$ cat config.mk
export PLATFORM = sky130hd
export DESIGN_NAME = adc_avg_acquire
export DESIGN_NICKNAME = d
export VERILOG_FILES = /design/src/rtl/adc_acq_pkg.sv /design/src/rtl/adc_acq_accum.sv /design/src/rtl/adc_avg_acquire.sv
export SDC_FILE = /design/constraint.sdc
export NUM_CORES = 1
export LEC_CHECK = 0
export CAP_MARGIN = 20
export CORE_MARGIN = 2
export CORE_UTILIZATION = 60
export CTS_CLUSTER_DIAMETER = 100
export DETAILED_ROUTE_END_ITERATION = 10
export MAX_ROUTING_LAYER = met4
export PLACE_DENSITY = 0.85
export SYNTH_ARGS = -nofsm -noshare
export SYNTH_HDL_FRONTEND = slang
export SYNTH_SLANG_ARGS = --single-unit
$ cat constraint.sdc
create_clock -name clk_i -period 6.72 [get_ports clk_i]
set_input_delay 1.344 -clock clk_i [delete_from_list [all_inputs] [get_ports clk_i]]
set_output_delay 1.344 -clock clk_i [all_outputs]
set_load 0.02 [all_outputs]
$ cat src/rtl/adc_acq_pkg.sv
// Shared types and sizing helpers for the ADC burst-averaging acquirer.
package adc_acq_pkg;

  typedef enum logic [2:0] {
    IDLE,
    DELAY,
    REQ,
    WAIT_RDY,
    DONE
  } acq_state_t;

  function automatic int acc_w(input int data_w, input int log2_n);
    return data_w + log2_n;
  endfunction

  // Wide enough to hold the largest of the delay, request-length and timeout counts.
  function automatic int cnt_w(input int a, input int b, input int c);
    int m;
    m = a;
    if (b > m) m = b;
    if (c > m) m = c;
    return $clog2(m + 1);
  endfunction

endpackage

$ cat src/rtl/adc_acq_accum.sv
// Running-sum accumulator and averaged-result register for adc_avg_acquire.
// Honours ADC_AVG_ACQUIRE_ROUND_EN (round half up before the final shift).
module adc_acq_accum
  import adc_acq_pkg::*;
#(
  parameter int DATA_W = 12,
  parameter int LOG2_N = 3,
  parameter int SIGNED = 1
) (
  input  logic              clk_i,
  input  logic              i_rst,
  input  logic              i_clr,
  input  logic              i_add,
  input  logic              i_load,
  input  logic [DATA_W-1:0] i_sample,
  output logic [DATA_W-1:0] o_data
);

  localparam int ACC_W = acc_w(DATA_W, LOG2_N);
`ifdef ADC_AVG_ACQUIRE_ROUND_EN
  localparam int HALF_SH = (LOG2_N > 0) ? LOG2_N - 1 : 0;
  localparam logic signed [ACC_W-1:0] HALF = (LOG2_N > 0) ? (ACC_W'(1) << HALF_SH) : '0;
`endif

  logic signed [ACC_W-1:0] r_acc;
  logic        [DATA_W-1:0] r_data;
  logic signed [ACC_W-1:0] w_ext;
  logic signed [ACC_W-1:0] w_sum;

  function automatic logic [DATA_W-1:0] avg_out(input logic signed [ACC_W-1:0] sum);
    logic signed [ACC_W-1:0] s;
    s = sum;
`ifdef ADC_AVG_ACQUIRE_ROUND_EN
    s = s + HALF;
`endif
    if (SIGNED != 0) return DATA_W'(s >>> LOG2_N);
    return DATA_W'($unsigned(s) >> LOG2_N);
  endfunction

  always_comb begin
    if (SIGNED != 0) w_ext = ACC_W'(signed'(i_sample));
    else             w_ext = signed'(ACC_W'(i_sample));
  end

  assign w_sum = r_acc + w_ext;

  // The result is taken from the sum including the sample being accepted,
  // so it is ready in the same cycle the FSM enters DONE.
  always_ff @(posedge clk_i or posedge i_rst) begin
    if (i_rst) begin
      r_acc  <= '0;
      r_data <= '0;
    end else begin
      if (i_clr)      r_acc <= '0;
      else if (i_add) r_acc <= w_sum;
      if (i_load)     r_data <= avg_out(w_sum);
    end
  end

  assign o_data = r_data;

endmodule

$ cat src/rtl/adc_avg_acquire.sv
// Burst ADC acquirer: one sync pulse triggers 2**LOG2_N conversions whose mean is emitted.
// Optional rounding via ADC_AVG_ACQUIRE_ROUND_EN (see adc_acq_accum).
module adc_avg_acquire
  import adc_acq_pkg::*;
#(
  parameter int DATA_W  = 12,
  parameter int LOG2_N  = 3,
  parameter int REQ_DLY = 11,
  parameter int REQ_LEN = 2,
  parameter int TIMEOUT = 255,
  parameter int SIGNED  = 1
) (
  input  logic              clk_i,
  input  logic              reset_n_i,
  input  logic              syncro_i,
  output logic              adc_data_req_o,
  input  logic              adc_data_rdy_i,
  input  logic [DATA_W-1:0] adc_data_i,
  output logic [DATA_W-1:0] data_o,
  output logic              data_rdy_o,
  output logic              busy_o,
  output logic              timeout_o
);

  localparam int CNT_W  = cnt_w(REQ_DLY, REQ_LEN, TIMEOUT);
  localparam int SCNT_W = LOG2_N + 1;
  localparam int N      = 1 << LOG2_N;
  localparam logic [CNT_W-1:0]  DLY_LAST = CNT_W'(REQ_DLY - 1);
  localparam logic [CNT_W-1:0]  LEN_LAST = CNT_W'(REQ_LEN - 1);
  localparam logic [CNT_W-1:0]  TMO_LAST = CNT_W'(TIMEOUT - 1);
  localparam logic [SCNT_W-1:0] SMP_LAST = SCNT_W'(N - 1);

  acq_state_t        r_state, w_state_nxt;
  logic [CNT_W-1:0]  r_cnt, w_cnt_nxt;
  logic [SCNT_W-1:0] r_scnt, w_scnt_nxt;
  logic              r_timeout, w_timeout_nxt;
  logic              w_clr, w_add, w_load;

  always_ff @(posedge clk_i or posedge reset_n_i) begin
    if (reset_n_i) begin
      r_state   <= IDLE;
      r_cnt     <= '0;
      r_scnt    <= '0;
      r_timeout <= 1'b0;
    end else begin
      r_state   <= w_state_nxt;
      r_cnt     <= w_cnt_nxt;
      r_scnt    <= w_scnt_nxt;
      r_timeout <= w_timeout_nxt;
    end
  end

  always_comb begin
    w_state_nxt   = r_state;
    w_cnt_nxt     = r_cnt;
    w_scnt_nxt    = r_scnt;
    w_timeout_nxt = 1'b0;
    w_clr         = 1'b0;
    w_add         = 1'b0;
    w_load        = 1'b0;
    unique case (r_state)
      IDLE: begin
        if (syncro_i) begin
          w_state_nxt = DELAY;
          w_cnt_nxt   = '0;
          w_scnt_nxt  = '0;
          w_clr       = 1'b1;
        end
      end
      DELAY: begin
        if (r_cnt == DLY_LAST) begin
          w_state_nxt = REQ;
          w_cnt_nxt   = '0;
        end else begin
          w_cnt_nxt = r_cnt + 1'b1;
        end
      end
      REQ: begin
        if (r_cnt == LEN_LAST) begin
          w_state_nxt = WAIT_RDY;
          w_cnt_nxt   = '0;
        end else begin
          w_cnt_nxt = r_cnt + 1'b1;
        end
      end
      WAIT_RDY: begin
        // A sample arriving on the expiry cycle takes priority over the timeout.
        if (adc_data_rdy_i) begin
          w_add      = 1'b1;
          w_cnt_nxt  = '0;
          w_scnt_nxt = r_scnt + 1'b1;
          if (r_scnt == SMP_LAST) begin
            w_load      = 1'b1;
            w_state_nxt = DONE;
          end else begin
            w_state_nxt = DELAY;
          end
        end else if (r_cnt == TMO_LAST) begin
          w_timeout_nxt = 1'b1;
          w_clr         = 1'b1;
          w_cnt_nxt     = '0;
          w_state_nxt   = IDLE;
        end else begin
          w_cnt_nxt = r_cnt + 1'b1;
        end
      end
      DONE: w_state_nxt = IDLE;
      default: w_state_nxt = IDLE;
    endcase
  end

  adc_acq_accum #(
    .DATA_W (DATA_W),
    .LOG2_N (LOG2_N),
    .SIGNED (SIGNED)
  ) u_accum (
    .clk_i    (clk_i),
    .i_rst    (reset_n_i),
    .i_clr    (w_clr),
    .i_add    (w_add),
    .i_load   (w_load),
    .i_sample (adc_data_i),
    .o_data   (data_o)
  );

  assign adc_data_req_o = (r_state == REQ);
  assign data_rdy_o     = (r_state == DONE);
  assign busy_o         = (r_state != IDLE);
  assign timeout_o      = r_timeout;

endmodule

Word level (Yosys, flattened, before mapping)
Index checks and enable logic that the tools add are counted.
{"block": "totals", "reg_bits": 43, "latch_bits": 0, "mem_bits_rw": 0, "rom_bits": 0, "in_bits": 16, "memories": 0}
{"block": "op_classes", "n_addsub": 3, "mul": 0, "n_div": 0, "magnitude_cmp": 0, "eq_ne": 13, "shifts": 0, "muxes": 28, "bitwise_logic": 0, "reduce_logical": 8}
{"operator": "$mux W8", "n": 5}
{"operator": "$pmux W8 S4", "n": 1}
{"operator": "$mux W15", "n": 2}
{"operator": "$mux W3", "n": 6}
{"operator": "$add A15 B12 Y15", "n": 1}
{"operator": "$pmux W3 S4", "n": 1}
{"operator": "$mux W1", "n": 9}
{"operator": "$add A8 B1 Y8 const B", "n": 1}
{"operator": "$eq A8 B1 Y1 const B", "n": 1}
{"operator": "$eq A8 B4 Y1 const B", "n": 1}
{"operator": "$eq A8 B8 Y1 const B", "n": 1}
{"operator": "$mux W4", "n": 2}
{"operator": "$pmux W4 S2", "n": 1}
{"operator": "$eq A3 B2 Y1 const B", "n": 2}
{"operator": "$ne A2 B2 Y1 const B", "n": 3}
{"operator": "$add A4 B1 Y4 const B", "n": 1}
{"operator": "$eq A4 B3 Y1 const B", "n": 1}
{"operator": "$reduce_and A4 Y1", "n": 1}
{"operator": "$reduce_bool A2 Y1", "n": 2}
{"operator": "$reduce_bool A4 Y1", "n": 1}
{"operator": "$eq A3 B1 Y1 const B", "n": 1}
{"operator": "$eq A3 B3 Y1 const B", "n": 1}
{"operator": "$logic_not A3 Y1", "n": 1}
{"operator": "$ne A3 B3 Y1 const B", "n": 1}
{"operator": "other kinds (5)", "n": 5}

Depth between registers and ports, before layout
{"block": "logic_depth", "word_depth": 5, "ltp_mapped": 9, "depth_no_buf": 9}

By module
Synthesis repeated with hierarchy kept, for this count alone.
{"block": "unflattened", "cells_unflattened": 304, "hier_area_um2": 2787.7}
{"module": "adc_acq_accum", "n_inst": 1, "cells_per_inst": 196, "area_per_inst_um2": 1808.0}
{"module": "adc_avg_acquire", "n_inst": 1, "cells_per_inst": 108, "area_per_inst_um2": 979.7}

Worst setup path before layout
Ideal clock, no wire load.
{"block": "synth_timing", "path_kind": "in2reg", "from": "in adc_data_i[0]", "to": "reg u_accum.r_acc[14]", "arrival_ns": 3.288, "required_ns": 6.633, "setup_slack_ns": 3.345, "path_stages": 9, "n_path_buf": 0, "cell_sequence": "ha_1 > inv_1 > fa_1 > nor2b_1 > o211ai_1 > a211oi_1 > nor3_1 > or4b_2 > o211ai_1"}
{"block": "synth_between", "elab_chain_len": 3}
{"item": "from (decl)", "line_no": "adc_avg_acquire.sv:18", "text": "input logic [DATA_W-1:0] adc_data_i,"}
{"item": "$add A15 B12 Y15", "line_no": "adc_acq_accum.sv:45", "text": "assign w_sum = r_acc + w_ext;"}
{"item": "$mux W15", "line_no": "adc_acq_accum.sv:55", "text": "else if (i_add) r_acc <= w_sum;"}
{"item": "$mux W15", "line_no": "adc_acq_accum.sv:54", "text": "if (i_clr) r_acc <= '0;"}
{"item": "to (signal assigned)", "line_no": "adc_acq_accum.sv:55"}
{"item": "to (decl)", "line_no": "adc_acq_accum.sv:25", "text": "logic signed [ACC_W-1:0] r_acc;"}
Every way passes these cells. The select of a mux whose other input is x is not followed.
A chain may end at the register's enable or synchronous reset.

Worst setup path after layout
Same ends and word-level chain as after synthesis.

==> results.md <==
- Status: complete, no violations
- GPL Wtd Cong: 0.910
- Switching Share: 41.2%
- Post-cts gate resize count: 0
- Sequential share of the synthesized area: 40.2%
- DR DRC count: 0
- Sequential power share: 36.3%
- CTS tree: built
- Count leader, synth: dfrtp_1
- Detailed Route WL: 5830 um
- Synthesized Nets: 329
- Unique masters post-synth: 54
- Clk_lat worst skew: 0.30 ns
- WP data required: 6.94 ns
- Fin crit share: 55.6%
- Leakage power: 1.43 nW
- R2R Setup Slk: 4.05 ns
- P&R area growth vs syn: 14.9%
- Cell taking the most area after synthesis: dfrtp_1
- P_sw: 0.000408 W
- Share of the core filled with cells: 71.1%
- Clk pwr share: 15.8%
- Syn Inst Count: 294
- Worst r2r src: r_state[2]
- Worst slew pin tran: 0.931 ns
- Filler Cells Inserted: 362
- Port bufs: 31
- Yosys warns: 0
- P_int: 0.000583 W
- Initial Utilization: 61.8%
- Largest net degree at the start of global routing: 44
- DR vias: 2359
- Main synth FF type: dfrtp_1
- Die W: 70.8 um
- First drt pass iteration count: 5
- Area contributors post-synth: dfrtp_1 40%, ha_1 8.4%, a21oi_1 5.2%
- HPWL after DPL: 4160 um
- Vias in the first global route: 2213
- Global-route wire length before repair: 9950 um
- Worst Setup SP: adc_data_i[0]
- Clk slew on worst S/H paths: 0.08 ns
- FF-to-FF path depth: 5
- Power Total: 0.000991 W
- Worst Setup Start Kind: input port
- Worst Setup End Kind: register
- Wire per inst: 15.6 um
- Share of layout cells above drive strength 1: 7.17%
- Ports: 32
- GRT Total Usage: 25.5%
- FP Rows: 24
- Hold buffer count at CTS: 0
- RSZ-0062 raised after global routing: no
- DR vias/cell: 6.32
- Maximum clock insertion buffer count: 2
- Cell Area, Synth: 2670 um^2
- Crit path arrival time: 3.95 ns
- Hold_ws: 0.487 ns
- EDFF count, synth: 0
- Fin. Hold Viols: 0
- GRT overflow: 0
- Number of max-cap violations: 0
- Area share of the largest cell type after synthesis: 40.2%
- Fin. max-slew vios: 0
- Relative slew slack: 37.7%
- N_diodes: 0
- Combinational share of power: 47.8%
- CTS Sinks: 43
- Setup CP Type: input port to register
- Initial DRC Count: 173
- Capture point of the worst path: u_accum.r_acc[14]
- Die Area: 5010 um^2
- Post-synth top cells: 43 x dfrtp_1, 36 x nand2_1, 28 x a21oi_1
- PD cells: 322 nW/um^2
- Core footprint: 4320 um^2
- TritonCTS buffer count: 5
- Setup_tns: 0 ns
- Post-synthesis async set-or-reset flop share: 100%
- Initial antenna violation count: 0
- Worst Hold Class: register to register
- Final net count: 357
- Terminus of the critical flop-to-flop path: u_accum.o_data[6]
- DIE HEIGHT: 70.8 um
- H-tree levels: 2
- Post-synthesis register bit count: 43
- Fmax: 268 MHz
- Clock Skews: 0.00533 ns
- Root buffer selected by CTS: clkbuf_8
- Post-synthesis area per instance: 9.09 um^2
- Post-CTS Setup Bufs: 0
- Antenna-violating nets left: 0
- Peak supply drop: 0.000176 V
- # setup viols final: 0
- Fin crit period: 3.73 ns
- Largest fanout on the critical path: 3
[layout by cell type (no fill, tap or decap), types with 2 or more instances in the layout]
master,instances
nand2_1,36
and3_1,2
inv_1,8
nor2b_1,5
a31oi_1,4
xor2_1,3
dfrtp_1,43
or3_1,4
a211oi_1,4
nand3_1,7
xnor2_1,6
o211ai_1,4
or2b_1,2
o22ai_1,3
o21a_1,4
a21oi_1,28
o31ai_1,4
o21ai_0,19
ha_1,18
clkdlybuf4s50_1,31
mux2_2,5
a21o_1,5
a21o_2,2
nand4_1,6
a22o_1,7
nor3_1,4
clkbuf_8,5
nor2_1,23
or2_2,2
mux2i_1,3
[critical path, stage by stage]
cell	delay [ns]
clkdlybuf4s50_1	0.46
ha_1	0.15
inv_1	0.05
fa_1	0.37
nor2b_1	0.22
o211ai_1	0.15
a211oi_1	0.35
nor3_1	0.09
or4b_2	0.65
o211ai_1	0.11
[how the worst min path moves through the flow]
stage / cells past startpoint / from / to / slack [ns]
after detailed placement: 2 / u_accum.o_data[2] / u_accum.o_data[2] / 0.47
final: 2 / u_accum.o_data[10] / u_accum.o_data[10] / 0.49
after global placement: 2 / u_accum.o_data[2] / u_accum.o_data[2] / 0.46
after global routing: 1 / u_accum.r_acc[8] / u_accum.r_acc[8] / 0.52
after floorplan: 2 / u_accum.r_acc[13] / u_accum.r_acc[13] / 0.45
after CTS: 2 / u_accum.o_data[2] / u_accum.o_data[2] / 0.49
[sequential cells by signal, indices dropped and copies added (netlist names)]
signal and count:
r_cnt 8, r_scnt 4, r_state 3, timeout_o 1, u_accum.o_data 12, u_accum.r_acc 15
[cell families after synthesis]
logic type,share of synthesized area (%)
compound gates,21.1
xor+xnor,3.79
fa+ha+maj,9.17
buf+inv,3.51
flops,40.2
mux,3.23
simple gates,19.0
[cell type report]
class	instances	area [um^2]	area share [%]
multi-input cells	230	1500	48.9
flip-flops and latches	43	1080	35.0
repair buffers	32	318	10.3
clock buffers	6	72.6	2.36
well taps	52	65.1	2.12
inverters	10	37.5	1.22
[routing by layer]
metal / global-route usage [%] / vias up / share of wire, %
met3: 5.27 / 9 / 6.4
met1: 34.4 / 1137 / 45
met4: 7.13 / 0 / 1.0
met5: - / - / 0
li1: - / 1119 / -
met2: 39.4 / 94 / 48
[stage by stage]
step                      instances  instance area (um^2)  worst slack (ns)
after floorplan                 294                  2670              3.35
after global placement          367                  3000              2.77
after detailed placement        367                  3000              2.66
after CTS                       373                  3070              2.97
after global routing            373                  3070              2.80
final                           373                  3070              2.99
[power groups by stage]
stage	clock, W	sequential [W]	combinational [W]
floorplan	0	0.000338	0.000400
global route	0.000166	0.000369	0.000531
detailed placement	0	0.000365	0.000467
finish	0.000157	0.000360	0.000474
global placement	0	0.000362	0.000452
CTS	0.000157	0.000360	0.000470
No activity file was read; power rests on OpenSTA's default activity.
